===== config.mk =====
export PLATFORM = sky130hd
export DESIGN_NAME = rom_arbiter
export DESIGN_NICKNAME = d
export VERILOG_FILES = /design/src/rtl/rom_arb_pkg.sv /design/src/rtl/rom_arb_starve_ctr.sv /design/src/rtl/rom_arbiter.sv
export SDC_FILE = /design/constraint.sdc
export NUM_CORES = 1
export LEC_CHECK = 0
export CORE_UTILIZATION = 33
export CTS_CLUSTER_SIZE = 24
export DETAILED_ROUTE_END_ITERATION = 7
export GPL_TIMING_DRIVEN = 0
export PLACE_DENSITY = 0.91
export SETUP_SLACK_MARGIN = 0.4
export SLEW_MARGIN = 40
export SYNTH_ARGS = -nofsm -noshare
export SYNTH_HDL_FRONTEND = slang
export SYNTH_SLANG_ARGS = --single-unit

===== constraint.sdc =====
create_clock -name clk -period 2.59 [get_ports clk]
set_input_delay 0.259 -clock clk [delete_from_list [all_inputs] [get_ports clk]]
set_output_delay 0.259 -clock clk [all_outputs]
set_load 0.1 [all_outputs]

===== src/rtl/rom_arb_pkg.sv =====
// Shared types and helpers for the instruction-ROM read-port arbiter.
package rom_arb_pkg;

  typedef enum logic [1:0] {
    OWN_NONE = 2'd0,
    OWN_A    = 2'd1,
    OWN_B    = 2'd2
  } owner_e;

  localparam int unsigned ROM_SIZE_BIT_DEF = 8;
  localparam int unsigned STARVE_LIMIT_DEF = 4;
  localparam int unsigned STARVE_CNT_W     = 4;

  function automatic logic [31:0] word_align(input logic [31:0] addr);
    return {addr[31:2], 2'b00};
  endfunction

  // Misaligned or beyond the last ROM word.
  function automatic logic addr_err(input logic [31:0] addr, input int unsigned size_bit);
    return (addr[1:0] != 2'b00) || ((addr >> (size_bit + 2)) != 32'h0);
  endfunction

endpackage


===== src/rtl/rom_arb_starve_ctr.sv =====
// Saturating count of consecutive cycles port B lost; raises force_b_o at the limit.
module rom_arb_starve_ctr
  import rom_arb_pkg::*;
#(
  parameter int unsigned STARVE_LIMIT = STARVE_LIMIT_DEF
) (
  input  logic clk_i,
  input  logic reset_i,
  input  logic b_req_i,
  input  logic b_win_i,
  output logic force_b_o
);

  localparam logic [STARVE_CNT_W-1:0] LIMIT = STARVE_CNT_W'(STARVE_LIMIT);

  logic [STARVE_CNT_W-1:0] cnt_q, cnt_d;

  always_comb begin
    cnt_d = cnt_q;
    if (!b_req_i || b_win_i) begin
      cnt_d = '0;
    end else if (cnt_q != LIMIT) begin
      cnt_d = cnt_q + 1'b1;
    end
  end

  always_ff @(posedge clk_i or posedge reset_i) begin
    if (reset_i) begin
      cnt_q <= '0;
    end else begin
      cnt_q <= cnt_d;
    end
  end

  assign force_b_o = b_req_i && (cnt_q == LIMIT);

endmodule


===== src/rtl/rom_arbiter.sv =====
// Two-port arbiter in front of the instruction ROM; A has priority.
// Optional B starvation protection is built when ROM_ARB_FAIRNESS_EN is defined.
module rom_arbiter
  import rom_arb_pkg::*;
#(
  parameter int unsigned ROM_SIZE_BIT = ROM_SIZE_BIT_DEF,
  parameter int unsigned STARVE_LIMIT = STARVE_LIMIT_DEF
) (
  input  logic        clk,
  input  logic        reset,
  input  logic        a_req,
  input  logic [31:0] a_addr,
  input  logic        a_flush,
  output logic        a_gnt,
  output logic        a_valid,
  output logic [31:0] a_data,
  output logic        a_err,
  input  logic        b_req,
  input  logic [31:0] b_addr,
  output logic        b_gnt,
  output logic        b_valid,
  output logic [31:0] b_data,
  output logic        b_err,
  output logic [31:0] rom_addr,
  input  logic [31:0] rom_data
);

  owner_e      owner_q, owner_d;
  logic        err_q, err_d;
  logic [31:0] rom_addr_q, rom_addr_d;
  logic        a_elig, b_win, a_win, force_b;
  logic [31:0] resp_word;

`ifdef ROM_ARB_FAIRNESS_EN
  rom_arb_starve_ctr #(
    .STARVE_LIMIT(STARVE_LIMIT)
  ) u_starve (
    .clk_i    (clk),
    .reset_i  (reset),
    .b_req_i  (b_req),
    .b_win_i  (b_win),
    .force_b_o(force_b)
  );
`else
  logic unused_starve_limit;
  assign unused_starve_limit = (STARVE_LIMIT != 0);
  assign force_b = 1'b0;
`endif

  assign a_elig = a_req && !a_flush;
  assign b_win  = b_req && (!a_elig || force_b);
  assign a_win  = a_elig && !b_win;
  assign a_gnt  = a_win;
  assign b_gnt  = b_win;

  always_comb begin
    owner_d    = OWN_NONE;
    err_d      = 1'b0;
    rom_addr_d = rom_addr_q;
    if (a_win) begin
      owner_d    = OWN_A;
      err_d      = addr_err(a_addr, ROM_SIZE_BIT);
      rom_addr_d = word_align(a_addr);
    end else if (b_win) begin
      owner_d    = OWN_B;
      err_d      = addr_err(b_addr, ROM_SIZE_BIT);
      rom_addr_d = word_align(b_addr);
    end
  end

  always_ff @(posedge clk or posedge reset) begin
    if (reset) begin
      owner_q    <= OWN_NONE;
      err_q      <= 1'b0;
      rom_addr_q <= '0;
    end else begin
      owner_q    <= owner_d;
      err_q      <= err_d;
      rom_addr_q <= rom_addr_d;
    end
  end

  assign rom_addr  = rom_addr_q;
  assign resp_word = err_q ? '0 : rom_data;

  // A late flush kills A's response in the same cycle it would appear.
  assign a_valid = (owner_q == OWN_A) && !a_flush;
  assign a_data  = a_valid ? resp_word : '0;
  assign a_err   = a_valid && err_q;

  assign b_valid = (owner_q == OWN_B);
  assign b_data  = b_valid ? resp_word : '0;
  assign b_err   = b_valid && err_q;

endmodule


==> metrics.cfg <==
[synth]
yosysMostFrequentCell = nand2_1
ys_ff_latch = 33
synthTopCellsByArea = dfrtp_1, mux2i_1, nand2_1
synth.distinct_cells = 19
synth_edf_count = 0
synth_flop_cell = dfrtp_1
ys_warn_count = 0
syn_area_mm2 = 0.00217
seq_area_frac_synth = 0.381
syn_area_per_cell_um2 = 7.94
synthTopCellsByCount = nand2_1, nor2_1, dfrtp_1, o21ai_0, mux2i_1
synth_top_area_frac = 0.381
syn_inst = 273
async_flop_share = 1.00
yosysTopAreaCell = dfrtp_1

[setup_path]
arrival_ns = 1.86
cp_cell_sequence = clkdlybuf4s50_1 > or3b_1 > buf_6 > buf_8 > nor2_2 > buf_2
crit_fanout = 10
cp_top_family = buffers and inverters
crit_slowest_cell = buf_2
start_kind = input pin
r2r_setup_slack_ns = 1.83
cp-end-kind = output pin
worst_path_largest_cell_delay_ns = 0.43
critPathRequiredTime_ns = 2.33
path_class = in2out
path_buf_inv = 4

[clocking]
cts_tree = yes
path_clk_slew_ns = 0.06
htreeDepth = 2
cts_root_buf = clkbuf_8
cts_buffer_depth = 2
clock_sinks = 33
clock_latency_ns = 0.28
cts_made_buffers = 5

[placement]
port_buffers = 199
hpwl_mm = 6.67
place_inst = 550
gp_congestion = 0.888

[pwr]
power.density_mw_per_mm2 = 540
peakVddDrop_mv = 0.427
leakage_nw = 1.90

[timing]
timing.fmax_mhz = 473
fin_crit_sh = 0.817
slew_viol_final = 0
rsz0062_at_grt = no
final.min_clock_period_ns = 2.12
setup_violations = 0
skew_ns = 0
relSlewSlack = 0.525
worst_pin_slew_ns = 0.712
tns_ns = 0
finalHoldViolations = 0

[min_path]
hold_path_class = in2reg

[layout]
antenna_cells = 0
layout.cells.non_filler = 558
area_delta_synth_final_pct = 78.2
drive_gt1_frac = 0.333
num-nets-final = 581
seqCellArea_um2 = 826
fill_cells = 583
multi_input_area_mm2 = 0.00116

[route]
via_count = 2664
drc = 0
routedWlPerCell_um = 14.3
antenna_left = 0
dr.pass1.iters = 4
viasPerCell = 4.77
wl_mm = 7.98
drt-initial-drc-count = 63

[run_status]
outcome = finished clean

[floorplan]
dieWidth_um = 83.1
ios = 203
row_count = 29
die_height_um = 83.1
core_area_mm2 = 0.00635
initial_core_util = 0.341
dieArea_mm2 = 0.00690

[global_route]
antenna_found_initial = 0
gr-usage-all-layers = 0.234
overflow = 0
grt_max_degree = 34
grt_first_pass_wirelength_mm = 13.0
grt_pass1_vias = 2638

[job]
maxCapViolCount = 0

==> layout by cell type, fill, tap and decap left out, types with 2 or more instances in the layout <==
cell type and count:
buf_2 103, buf_4 5, buf_6 4, buf_8 3, clkbuf_1 7, clkbuf_4 5
clkbuf_8 5, clkdlybuf4s50_1 99, conb_1 2, dfrtp_1 33, inv_1 2, mux2i_1 30
nand2_1 65, nand4_1 2, nor2_1 33, nor2_2 33, nor4_1 12, o21ai_0 32
==> state kept, by name, summed over array words and instances, names as in the netlist <==
| name | flops |
|---|---|
| err_q | 1 |
| rom_addr | 30 |
| owner_q | 2 |
==> power by group <==
group	leakage [nW]	switching, mW	internal [mW]
sequential	0.397	0.0314	0.573
combinational	1.46	0.839	0.269
clock	0.0395	0.185	0.191
total	1.90	1.05	1.03
==> worst reg2reg max path, stage by stage, from the launching register on <==
cell     delay, ns
dfrtp_1       0.39
mux2i_1       0.16
o21ai_0       0.09
==> what timing repair did <==
item,in CTS,in global routing
hold endpoints to repair,0,0
buffers inserted,0,0
setup endpoints to repair,0,5
hold buffers,0,0
resized for setup,0,5
==> stage by stage <==
| step | total power [mW] | cell area [um^2] | hold WS [ns] | util | setup slack [ns] |
|---|---|---|---|---|---|
| 4_1_cts | 2.10 | 3850 | 0.292 | 0.607 | 0.431 |
| 3_3_place_gp | 1.79 | 4270 | 0.548 | 0.673 | -0.274 |
| 3_5_place_dp | 1.72 | 3770 | 0.555 | 0.594 | 0.438 |
| 5_1_grt | 2.17 | 3860 | 0.317 | 0.609 | 0.400 |
| 2_1_floorplan | 1.42 | 2180 | 0.376 | - | 0.187 |
| 6_report | 2.09 | 3860 | 0.300 | 0.609 | 0.475 |
==> cells by family (layout without fill, tap and decap cells) <==
family / Yosys count / count (layout) / share of synthesized area
muxes: 30 / 30 / 0.138
DFF: 33 / 33 / 0.381
other: 1 / 2 / 0.00173
AOI/OAI and AO/OA: 32 / 32 / 0.0739
buffers and inverters: 28 / 235 / 0.0912
and+or+nand+nor: 149 / 149 / 0.314
==> layer usage <==
layer,global-route usage,wire (um),share of wire,up-vias
met5,0,0,0,-
met2,0.439,4240,0.53,155
met1,0.269,3040,0.38,1200
met4,0.0470,68,0.0085,0
met3,0.0527,631,0.079,6
li1,-,-,-,1303
==> layout make-up <==
type / count / share of cell area
Tap cell: 77 / 0.0249
Inverter: 4 / 0.00388
Multi-Input combinational cell: 213 / 0.300
Clock buffer: 8 / 0.0207
Timing Repair Buffer: 199 / 0.389
Sequential cell: 33 / 0.214
Buffer: 24 / 0.0473
==> final timing paths <==
path | from | to | depth (start not counted)
min in group asynchronous | reset | rom_addr[6] | 2
setup / recovery | a_flush | a_data[14] | 6
max in group asynchronous | reset | rom_addr[20] | 2
hold / removal | b_req | owner_q[1] | 2
setup reg to reg | rom_addr[29] | rom_addr[29] | 2
hold reg to reg | rom_addr[10] | rom_addr[10] | 2
No activity file was read; power rests on OpenSTA's default activity.
==> RTL edit (same settings) <==
Re-encode `owner_e` (3 values) as one-hot, 3 bits wide.
--- a/src/rtl/rom_arb_pkg.sv
+++ b/src/rtl/rom_arb_pkg.sv
@@ -3,6 +3,6 @@
 
-  typedef enum logic [1:0] {
-    OWN_NONE = 2'd0,
-    OWN_A    = 2'd1,
-    OWN_B    = 2'd2
+  typedef enum logic [2:0] {
+    OWN_NONE = 3'b001,
+    OWN_A    = 3'b010,
+    OWN_B    = 3'b100
   } owner_e;
Formal check against the unedited RTL: no difference found for any inputs over 10 cycles, from zero or initial values and one cycle with reset high; not proved beyond that.
==> RTL edit against the unedited design <==
  * Critical path depth fell by 1
  * Wire length rose by 8.1%
  * Maximum frequency fell by 1.2%
  * Core utilization rose by 12 points
  * Largest cell class unchanged
  * Area after synthesis fell by 4.1%
  * Power rose by 0.13%
  * Cell area rose by 13%
  * Setup slack got worse by 0.026 ns
  * Sequential power rose by 3%
  * Largest power group unchanged
  * Sequential cell count rose by 1
  * Clock power rose by 2%
  * Highest routed layer unchanged
  * Sequential share of layout area fell by 1.8 points
==> RTL edit: results (changes against the unedited design) <==
Synth
* Synth Register Bits: 34, +3.0%
* top area cells in the synthesized netlist: sky130_fd_sc_hd__dfrtp_1 (40%), sky130_fd_sc_hd__mux2i_1 (14%), sky130_fd_sc_hd__nand2_1 (12%)
* portion of the post-synthesis area used by sequential elements: 41.0%, +2.9 points
* leading cell types by count after synthesis: sky130_fd_sc_hd__nand2_1 (66), sky130_fd_sc_hd__nor2_1 (63), sky130_fd_sc_hd__dfrtp_1 (33)
* library cells used by synthesis: 18, -1
* synthesized area per cell: 7.56 um2, -4.8%

Final layout
* flip-flop count of the largest register, all copies and words added: 30, unchanged
* number of clock buffers in the layout: 6, -2
* Non-Clock Buffer Area Fraction: 44.4%, +0.77 points
* buffers outside the clock class: 222, -0.45%
* Net count, final: 583, +0.34%
* number of fillers in the final layout: 427, -27%
* layout cell share with drive strength beyond 1: 38.7%, +5.5 points
* layout multi-input combinational cell count: 215, +0.94%
* Final clock-cell share: 1.98%, -0.094 points
* sequential standard cell area: 852 um2, +3.2%
* combined area of the multi-input logic cells: 1380 um2, +19%

Drt
* met1 wire length: 3.11 mm, +2.5%
* sum of met3 wire segment lengths after detailed routing: 744 um, +18%
* vias per cell: 4.95, +3.8%
* routed wl met2: 4.52 mm, +6.6%
* First DRT Iteration DRCs: 82, +30%
* WL final: 8.63 mm, +8.1%

Global routing
* Global Route Usage Sum: 24.4%, +1.1 points
* vias in the first global route: 2514, -4.7%
* largest net degree at the start of global routing: 35, +2.9%
* met1 track demand over resource in global routing: 26.6%, -0.33 points
* global-route wire length before repair: 12.2 mm, -6.3%
* met2 usage: 43.5%, -0.39 points
* met3 track demand over resource in global routing: 7.30%, +2.0 points

Hold path
* worst-case hold path end point: owner_q[2]

Placement
* dpl hpwl: 6.78 mm, +1.6%
* gpl congestion: 0.866, -2.5%
* DP Worst Slack: 0.275 ns, -0.163 ns

Power
* largest voltage drop on the vdd net: 0.391 mV, -8.5%
* clk pwr: 384 uW, +2%
* power share of the sequential group: 29.8%, +0.8 points
* total internal power: 1050 uW, +1.6%

Critical path
* worst reg-to-reg setup slack: 1.80 ns, -0.03 ns
* crit path launch: owner_q[0]
* Data arrival, critical path: 1.88 ns, +0.02 ns
* Reg-to-Reg Start: rom_addr[26]
* worst setup path endpoint: b_data[30]

Status
* run status: finished clean

STA
* Rel. slew slack: 51.0%, -1.5 points
* maximum clock rate: 467 MHz, -1.2%

## RTL edit: cell types whose count changed in the layout (fill, tap and decap cells not counted), sizes merged, moves of 2 or more
| cell | delta |
|---|---|
| buf | -37 |
| clkbuf | +34 |
| clkinv | +2 |
| nor2 | +2 |
## RTL edit: what timing repair did
item                       4_1_cts  5_1_grt
gates cloned                     0        0
pin swaps                        0        0
setup endpoints to repair       61       63
resized for setup               39       72
## RTL edit: stage by stage
stage,cell area (um2),hold WS (ns),total power [uW]
2_1_floorplan,2370,0.376,1400
3_3_place_gp,4450,0.547,1760
3_5_place_dp,3950,0.557,1700
4_1_cts,4140,0.356,2090
5_1_grt,4360,0.363,2180
6_report,4360,0.369,2090
## RTL edit: cell families after synthesis
| logic type | count (synthesis) | share of synthesized area (%) |
|---|---|---|
| AOI/OAI and AO/OA | 32 | 7.70 |
| DFF | 34 | 41.0 |
| buffers and inverters | 27 | 6.62 |
| muxes | 30 | 14.4 |
| and+or+nand+nor | 151 | 30.1 |
| other | 1 | 0.180 |
